==> config.mk <==
export PLATFORM = sky130hd
export DESIGN_NAME = icache_sa
export DESIGN_NICKNAME = d
export VERILOG_FILES = /design/src/rtl/icache_sa.sv
export SDC_FILE = /design/constraint.sdc
export NUM_CORES = 2
export LEC_CHECK = 0
export CAP_MARGIN = 20
export CORE_MARGIN = 10
export CORE_UTILIZATION = 47
export CTS_CLUSTER_SIZE = 12
export DETAILED_ROUTE_END_ITERATION = 7
export GPL_ROUTABILITY_DRIVEN = 1
export PLACE_DENSITY = 0.73
export SETUP_SLACK_MARGIN = 0.1
export SYNTH_ARGS = -nofsm -noshare
export SYNTH_HDL_FRONTEND = slang
export SYNTH_MEMORY_MAX_BITS = 65536
export SYNTH_SLANG_ARGS = --single-unit
==> constraint.sdc <==
create_clock -name clock -period 4.2 [get_ports clock]
set_input_delay 0.63 -clock clock [delete_from_list [all_inputs] [get_ports clock]]
set_output_delay 0.63 -clock clock [all_outputs]
set_load 0.05 [all_outputs]
==> src/rtl/icache_sa.sv <==
// Blocking N-way set-associative instruction cache with per-set round-robin
// replacement and sequenced flush. Optional hit/miss counters: ICACHE_STATS_EN.
module icache_sa #(
    parameter int unsigned ADDR_W     = 32,
    parameter int unsigned DATA_W     = 32,
    parameter int unsigned LINE_WORDS = 4,
    parameter int unsigned SETS       = 16,
    parameter int unsigned WAYS       = 2
) (
    input  logic              clock,
    input  logic              reset,
    input  logic              cpu_req_valid,
    output logic              cpu_req_ready,
    input  logic [ADDR_W-1:0] cpu_req_addr,
    output logic              cpu_resp_valid,
    output logic [DATA_W-1:0] cpu_resp_data,
    input  logic              invalidate,
    output logic              mem_req_valid,
    input  logic              mem_req_ready,
    output logic [ADDR_W-1:0] mem_req_addr,
    input  logic              mem_resp_valid,
    input  logic [DATA_W-1:0] mem_resp_data,
    input  logic              mem_resp_last
`ifdef ICACHE_STATS_EN
    ,
    output logic [31:0]       hit_count,
    output logic [31:0]       miss_count
`endif
);
    localparam int unsigned OFF_W    = $clog2(DATA_W / 8);
    localparam int unsigned WORD_W   = $clog2(LINE_WORDS);
    localparam int unsigned SET_W    = $clog2(SETS);
    localparam int unsigned LINE_LSB = OFF_W + WORD_W;
    localparam int unsigned TAG_LSB  = LINE_LSB + SET_W;
    localparam int unsigned TAG_W    = ADDR_W - TAG_LSB;
    localparam int unsigned WAY_W    = (WAYS > 1) ? $clog2(WAYS) : 1;

    typedef enum logic [2:0] {
        S_IDLE, S_LOOKUP, S_MISS_REQ, S_REFILL, S_RESPOND, S_FLUSH
    } state_t;

    state_t r_state, w_next;

    logic [WAYS-1:0]   r_valid [SETS];
    logic [TAG_W-1:0]  r_tag   [SETS][WAYS];
    logic [DATA_W-1:0] r_data  [SETS][WAYS][LINE_WORDS];
    logic [WAY_W-1:0]  r_rr    [SETS];

    logic [ADDR_W-1:0] r_addr;
    logic [WAY_W-1:0]  r_victim;
    logic [WORD_W-1:0] r_beat;
    logic [SET_W-1:0]  r_flush;
    logic              r_pending;
    logic [DATA_W-1:0] r_resp_data;

    logic [WORD_W-1:0] w_word;
    logic [SET_W-1:0]  w_set;
    logic [TAG_W-1:0]  w_tag;
    logic              w_hit;
    logic [WAY_W-1:0]  w_hit_way;
    logic [WAY_W-1:0]  w_victim;
    logic              w_found;
    logic              w_last_beat;
    logic              w_beat;
    logic              w_unused;

    assign w_word      = r_addr[OFF_W +: WORD_W];
    assign w_set       = r_addr[LINE_LSB +: SET_W];
    assign w_tag       = r_addr[TAG_LSB +: TAG_W];
    assign w_last_beat = (r_beat == WORD_W'(LINE_WORDS - 1));
    assign w_beat      = (r_state == S_REFILL) && mem_resp_valid;
    assign w_unused    = ^{mem_resp_last, r_addr};

    // Hit search and victim choice (lowest invalid way, else the RR way).
    always_comb begin
        w_hit     = 1'b0;
        w_hit_way = '0;
        w_found   = 1'b0;
        w_victim  = r_rr[w_set];
        for (int unsigned w = 0; w < WAYS; w++) begin
            if (r_valid[w_set][w] && (r_tag[w_set][w] == w_tag) && !w_hit) begin
                w_hit     = 1'b1;
                w_hit_way = WAY_W'(w);
            end
            if (!r_valid[w_set][w] && !w_found) begin
                w_found  = 1'b1;
                w_victim = WAY_W'(w);
            end
        end
    end

    always_comb begin
        w_next         = r_state;
        cpu_req_ready  = 1'b0;
        cpu_resp_valid = 1'b0;
        cpu_resp_data  = '0;
        mem_req_valid  = 1'b0;
        mem_req_addr   = '0;
        case (r_state)
            S_IDLE: begin
                cpu_req_ready = !invalidate;
                if (invalidate)         w_next = S_FLUSH;
                else if (cpu_req_valid) w_next = S_LOOKUP;
            end
            S_LOOKUP:   w_next = w_hit ? S_RESPOND : S_MISS_REQ;
            S_MISS_REQ: begin
                mem_req_valid = 1'b1;
                mem_req_addr  = {w_tag, w_set, {LINE_LSB{1'b0}}};
                if (mem_req_ready) w_next = S_REFILL;
            end
            S_REFILL:   if (w_beat && w_last_beat) w_next = S_RESPOND;
            S_RESPOND: begin
                cpu_resp_valid = 1'b1;
                cpu_resp_data  = r_resp_data;
                w_next = (r_pending || invalidate) ? S_FLUSH : S_IDLE;
            end
            S_FLUSH:    if (r_flush == SET_W'(SETS - 1)) w_next = S_IDLE;
            default:    w_next = S_IDLE;
        endcase
    end

    always_ff @(posedge clock) begin
        if (reset) begin
            r_state     <= S_IDLE;
            r_addr      <= '0;
            r_victim    <= '0;
            r_beat      <= '0;
            r_flush     <= '0;
            r_pending   <= 1'b0;
            r_resp_data <= '0;
            for (int unsigned s = 0; s < SETS; s++) begin
                r_valid[s] <= '0;
                r_rr[s]    <= '0;
            end
        end else begin
            r_state <= w_next;
            case (r_state)
                S_IDLE: if (!invalidate && cpu_req_valid) r_addr <= cpu_req_addr;
                S_LOOKUP: begin
                    r_victim <= w_victim;
                    if (w_hit) r_resp_data <= r_data[w_set][w_hit_way][w_word];
                end
                S_REFILL: if (mem_resp_valid) begin
                    r_beat <= w_last_beat ? '0 : r_beat + 1'b1;
                    if (r_beat == w_word) r_resp_data <= mem_resp_data;
                    if (w_last_beat) begin
                        r_valid[w_set][r_victim] <= 1'b1;
                        r_rr[w_set] <= (r_rr[w_set] == WAY_W'(WAYS - 1)) ? '0
                                                                           : r_rr[w_set] + 1'b1;
                    end
                end
                S_FLUSH: begin
                    r_valid[r_flush] <= '0;
                    r_flush          <= r_flush + 1'b1;
                end
                default: ;
            endcase
            // Invalidate during an access is deferred until its response has gone out.
            if (invalidate && (r_state inside {S_LOOKUP, S_MISS_REQ, S_REFILL}))
                r_pending <= 1'b1;
            else if (r_state == S_RESPOND && w_next == S_FLUSH)
                r_pending <= 1'b0;
        end
    end

    always_ff @(posedge clock) begin
        if (w_beat) begin
            r_data[w_set][r_victim][r_beat] <= mem_resp_data;
            if (w_last_beat) r_tag[w_set][r_victim] <= w_tag;
        end
    end

`ifdef ICACHE_STATS_EN
    always_ff @(posedge clock) begin
        if (reset) begin
            hit_count  <= '0;
            miss_count <= '0;
        end else if (r_state == S_LOOKUP) begin
            if (w_hit && hit_count != '1)        hit_count  <= hit_count + 1'b1;
            else if (!w_hit && miss_count != '1) miss_count <= miss_count + 1'b1;
        end
    end
`endif
endmodule

==> results by stage <==
CTS:
- The insertion delay to the later sink of the worst-skew pair is 1050 ps.
- Clock-pin slew was measured on the worst setup and hold paths at 70 ps.
- The CTS root buffer is clkbuf_16.
- The number of buffers added by the clock tree synthesis step is 476.
- Clock tree synthesis found a total of 4989 sinks.
- The clock tree synthesis step divided the H-tree into 5 levels.
- The maximum root-to-sink buffer count is 4.
- TritonCTS built the clock tree.

Power and ir drop:
- Net switching is 23.07% of the power.
- For this design the static power due to leakage is 68.13 nW.
- Across the VDD grid, the largest voltage drop is roughly 0.39 mV.
- Internal power comes to 79.84 mW.
- The power share of the combinational group is about a tenth.
- For this design the ratio of total power to cell area is about 470 nW/um^2.
- Of the total power, registers draw between 50% and 60%.
- The clock network burns 37.3% of the power.
- The reported net switching power is 23.95 mW.
- The completed layout was analyzed and its total power is 103.8 mW.

Layout:
- For this run, the post-layout net count is 9506.
- In the final layout, the share of cells above drive strength 1 is 31.13%.
- The post-route cell area is between 200000 and 250000 um^2.
- The count of cells in the finished layout, fillers not included, comes to 15.13k.
- The layout overhead on the synthesized area is 14.34%.
- The layout filler cell count is 29.66k.
- For this run, the share of the core covered by cells in the final layout is 53.99%.

Global route:
- The initial antenna violation count came to 38.
- The via count of the first global-routing pass is 98.64k.
- The largest net degree at the start of global routing is 135.
- Across every metal layer, demand over resource in global routing totals ~24%.
- The first global-routing pass estimated 761.3 mm of wire.
- Global routing finished with a remaining overflow of 0.

Worst setup path:
- The launching element type of the critical path is a register.
- The depth of the worst register-to-register path is 16.
- Across all register-to-register paths, the minimum setup slack is -640 ps.
- The end point of the critical path is r_resp_data[0]$_SDFFE_PP0P_.
- The worst setup path is of the register to register kind.
- The critical path's slowest cell is or4b_1.
- The data arrival time of the worst path is 5750 ps.
- The critical path goes through buf_6 > buf_6 > mux4_2 > mux2i_1 > xnor2_1 > a211o_1 > or4b_1 > or4b_1 > or4_4 > nand2b_4 > buf_4 > buf_12 > mux4_2 > a21oi_1 > o32ai_1 > nor3b_2.
- The endpoint identified for the worst register-to-register timing path is r_resp_data[0]$_SDFFE_PP0P_.
- The delay of the slowest cell on the worst path is about 510 ps.
- Data on the critical path is required at its endpoint by 5110 ps.
- The type of element capturing the critical path is a register.
- The highest fanout seen on the critical path is 11.

Routing:
- Once detail routing completed, the nets flagged for antenna violations numbered 0.
- The average wire length per cell after detail routing is roughly 36 um.
- The number of search-and-repair iterations in the first detailed-routing pass is 8.
- The via density per instance is 6.550.
- The routed design has 545.3 mm of wire.
- The routed layout has 99.12k vias.
- The detailed router finished its first iteration with about 16k violations.
- In the routed design, unresolved DRC markers number 1.

Timing:
- Setup violations remaining at the end of the flow were counted as 32.
- The max-slew violation count came to 0.
- At the pin with the least slew margin, the transition time is 1184 ps.
- The worst-case headroom to the max-slew limit is a little over a fifth.
- On the final layout, the worst clock skew is 101.3 ps.
- The smallest clock period supported by the final layout is computed as 4844 ps.
- The final period utilization is 115.3%.
- After layout, the worst setup slack is -644.2 ps.
- The number of endpoints with negative hold slack in the final report is 0.
- The maximum operating frequency is 206.4 MHz.
- Setup repair after global routing could not meet its margin everywhere.

Synth:
- The proportion of synthesized chip area in sequential cells is 76.95%.
- Yosys mapped the design onto 88 distinct sky130hd cell types.
- The area share of the leading cell type in the synthesized netlist is about three quarters.
- The post-synth design cell area is 193700 um^2.
- Each instance of the synthesized netlist takes up on average 22.45 um^2.
- The most frequent cell after synthesis is edfxtp_1.
- The number of cells produced by synthesis is 8627.
- Counting flops with a built-in enable in the synthesized netlist gives 4912.
- The largest total area in the synthesized netlist belongs to edfxtp_1.
- The dominant register cell in the synthesized netlist is edfxtp_1.
- The number of synthesis warnings is 0.
- The commonest cells after synthesis are edfxtp_1, mux4_2, nand2_1, nor2_1, mux2i_1.
- Counting flops and latches in the post-synthesis netlist gives 4989.
- By area the synthesized netlist is led by edfxtp_1, mux4_2, mux2i_1.
- The share of flip-flops with an asynchronous set or reset is 0%.

Outcome:
- The final reports fail on DRC, setup timing.
- The flow ran to the end, but the final reports show violations.

Placement:
- The placed wire-length estimate is 309.1 mm.
- The number of port buffers is 130.
- The number of instances in the placed design is 14.32k.
- Once placement finished, the instance area stood at 206500 um^2.
- The final RePlAce weighted congestion is 0.9330.

Floorplan:
- The chip height is 662.0 um.
- The initialized floorplan defines 235 standard-cell rows.
- For this configuration, the core starts out at a cell density of 47.22%.
- In this run the count of I/O pins placed on the die edge is 138.
- The core region is 410200 um^2.
- The overall die width is 662.0 um.
- The overall die area is around 440000 um^2.

Job:
- The number of max-cap violations is 0.

Min path:
- The path class of the tightest hold or removal check is input port to register.
-- cells in the final DEF, fill, tap and decap left out, drive strengths merged, types with 64 or more instances in the layout --
cell type / n
a21oi: 72
and2: 69
buf: 738
clkbuf: 632
clkdlybuf4s50: 64
dfxtp: 77
edfxtp: 4912
mux2i: 253
mux4: 1395
nand2: 362
nor2: 264
o21ai: 115
-- sequential cells by signal, summed over array words and instances (netlist names), named ones only --
register     count
r_addr          30
r_beat           2
r_data        4096
r_flush          4
r_pending        1
r_resp_data     32
r_rr            16
r_state          3
r_tag          768
r_valid         32
r_victim         1
-- metal layers --
metal | track usage [%] | part of all wire, %
met5 | 0.01096 | 0.025
met3 | 8.108 | 14
met1 | 32.47 | 35
met2 | 37.09 | 46
met4 | 10.68 | 5.2
-- kinds of logic (layout without fill, tap and decap cells) --
family | after synthesis | count (layout) | share of synthesized area [%]
flops | 4989 | 4989 | 76.95
buf+inv | 532 | 1550 | 1.325
fa+ha+maj | 5 | 5 | 0.03230
compound gates | 413 | 413 | 1.388
simple gates | 930 | 930 | 2.198
xor+xnor | 52 | 52 | 0.2351
mux | 1705 | 1705 | 17.87
other cells | 1 | 38 | 0.001936
-- what timing repair did --
action	in CTS	in global routing
gates resized for setup	124	66
hold buffers	1	0
gates cloned	7	2
endpoints found under the hold margin	9	0
buffers inserted	42	22
pin swaps	29	25
setup endpoints to repair	62	46
-- stage by stage --
| step | setup slack (ps) | setup TNS (ps) | hold WS (ps) |
|---|---|---|---|
| after global routing | -734.1 | -21030 | 37.81 |
| after floorplan | -68.35 | -336.3 | 437.3 |
| after CTS | -558.5 | -15630 | 39.02 |
| after detailed placement | -833.2 | -24010 | 461.4 |
| final | -644.2 | -17540 | 39.58 |
| after global placement | -842.9 | -23660 | 464.5 |
-- final cells by class --
cell class | instances | area, um^2 | area share (%)
flip-flops and latches | 4989 | 149100 | 67.31
multi-input cells | 3109 | 43730 | 19.74
clock buffers | 621 | 12650 | 5.713
repair buffers | 837 | 8284 | 3.741
well taps | 5451 | 6820 | 3.080
clock inverters | 75 | 750.7 | 0.3390
diodes | 34 | 85.08 | 0.03842
inverters | 17 | 82.58 | 0.03729
-- worst min path at each step --
| stage | slack (ps) | start | end | depth (start not counted) |
|---|---|---|---|---|
| after floorplan | 440 | r_resp_data[10]$_SDFFE_PP0P_ | r_resp_data[10]$_SDFFE_PP0P_ | 2 |
| after global placement | 460 | r_resp_data[20]$_SDFFE_PP0P_ | r_resp_data[20]$_SDFFE_PP0P_ | 2 |
| after detailed placement | 460 | r_resp_data[28]$_SDFFE_PP0P_ | r_resp_data[28]$_SDFFE_PP0P_ | 2 |
| after CTS | 40 | mem_resp_data[24] | r_data[5][216]$_DFFE_PP_ | 1 |
| after global routing | 40 | mem_resp_data[22] | r_data[0][86]$_DFFE_PP_ | 1 |
| final | 40 | mem_resp_data[22] | r_data[0][86]$_DFFE_PP_ | 1 |
-- power by group through the flow --
stage               registers, mW  clock network [mW]  logic [mW]
floorplan                    56.0                   0        5.22
global placement             56.0                   0        9.38
detailed placement           56.1                   0        9.52
CTS                          55.0                39.0        9.76
global route                 55.0                40.8        10.4
finish                       55.0                38.7        10.1
-- critical path: cells and delay by family (launching register included) --
| kind | cells | cell delay [ps] |
|---|---|---|
| simple gates | 5 | 1870 |
| flops | 1 | 400 |
| buf+inv | 4 | 620 |
| xor+xnor | 1 | 110 |
| compound gates | 3 | 760 |
| mux | 3 | 1010 |
(Power assumes the default switching activity.)
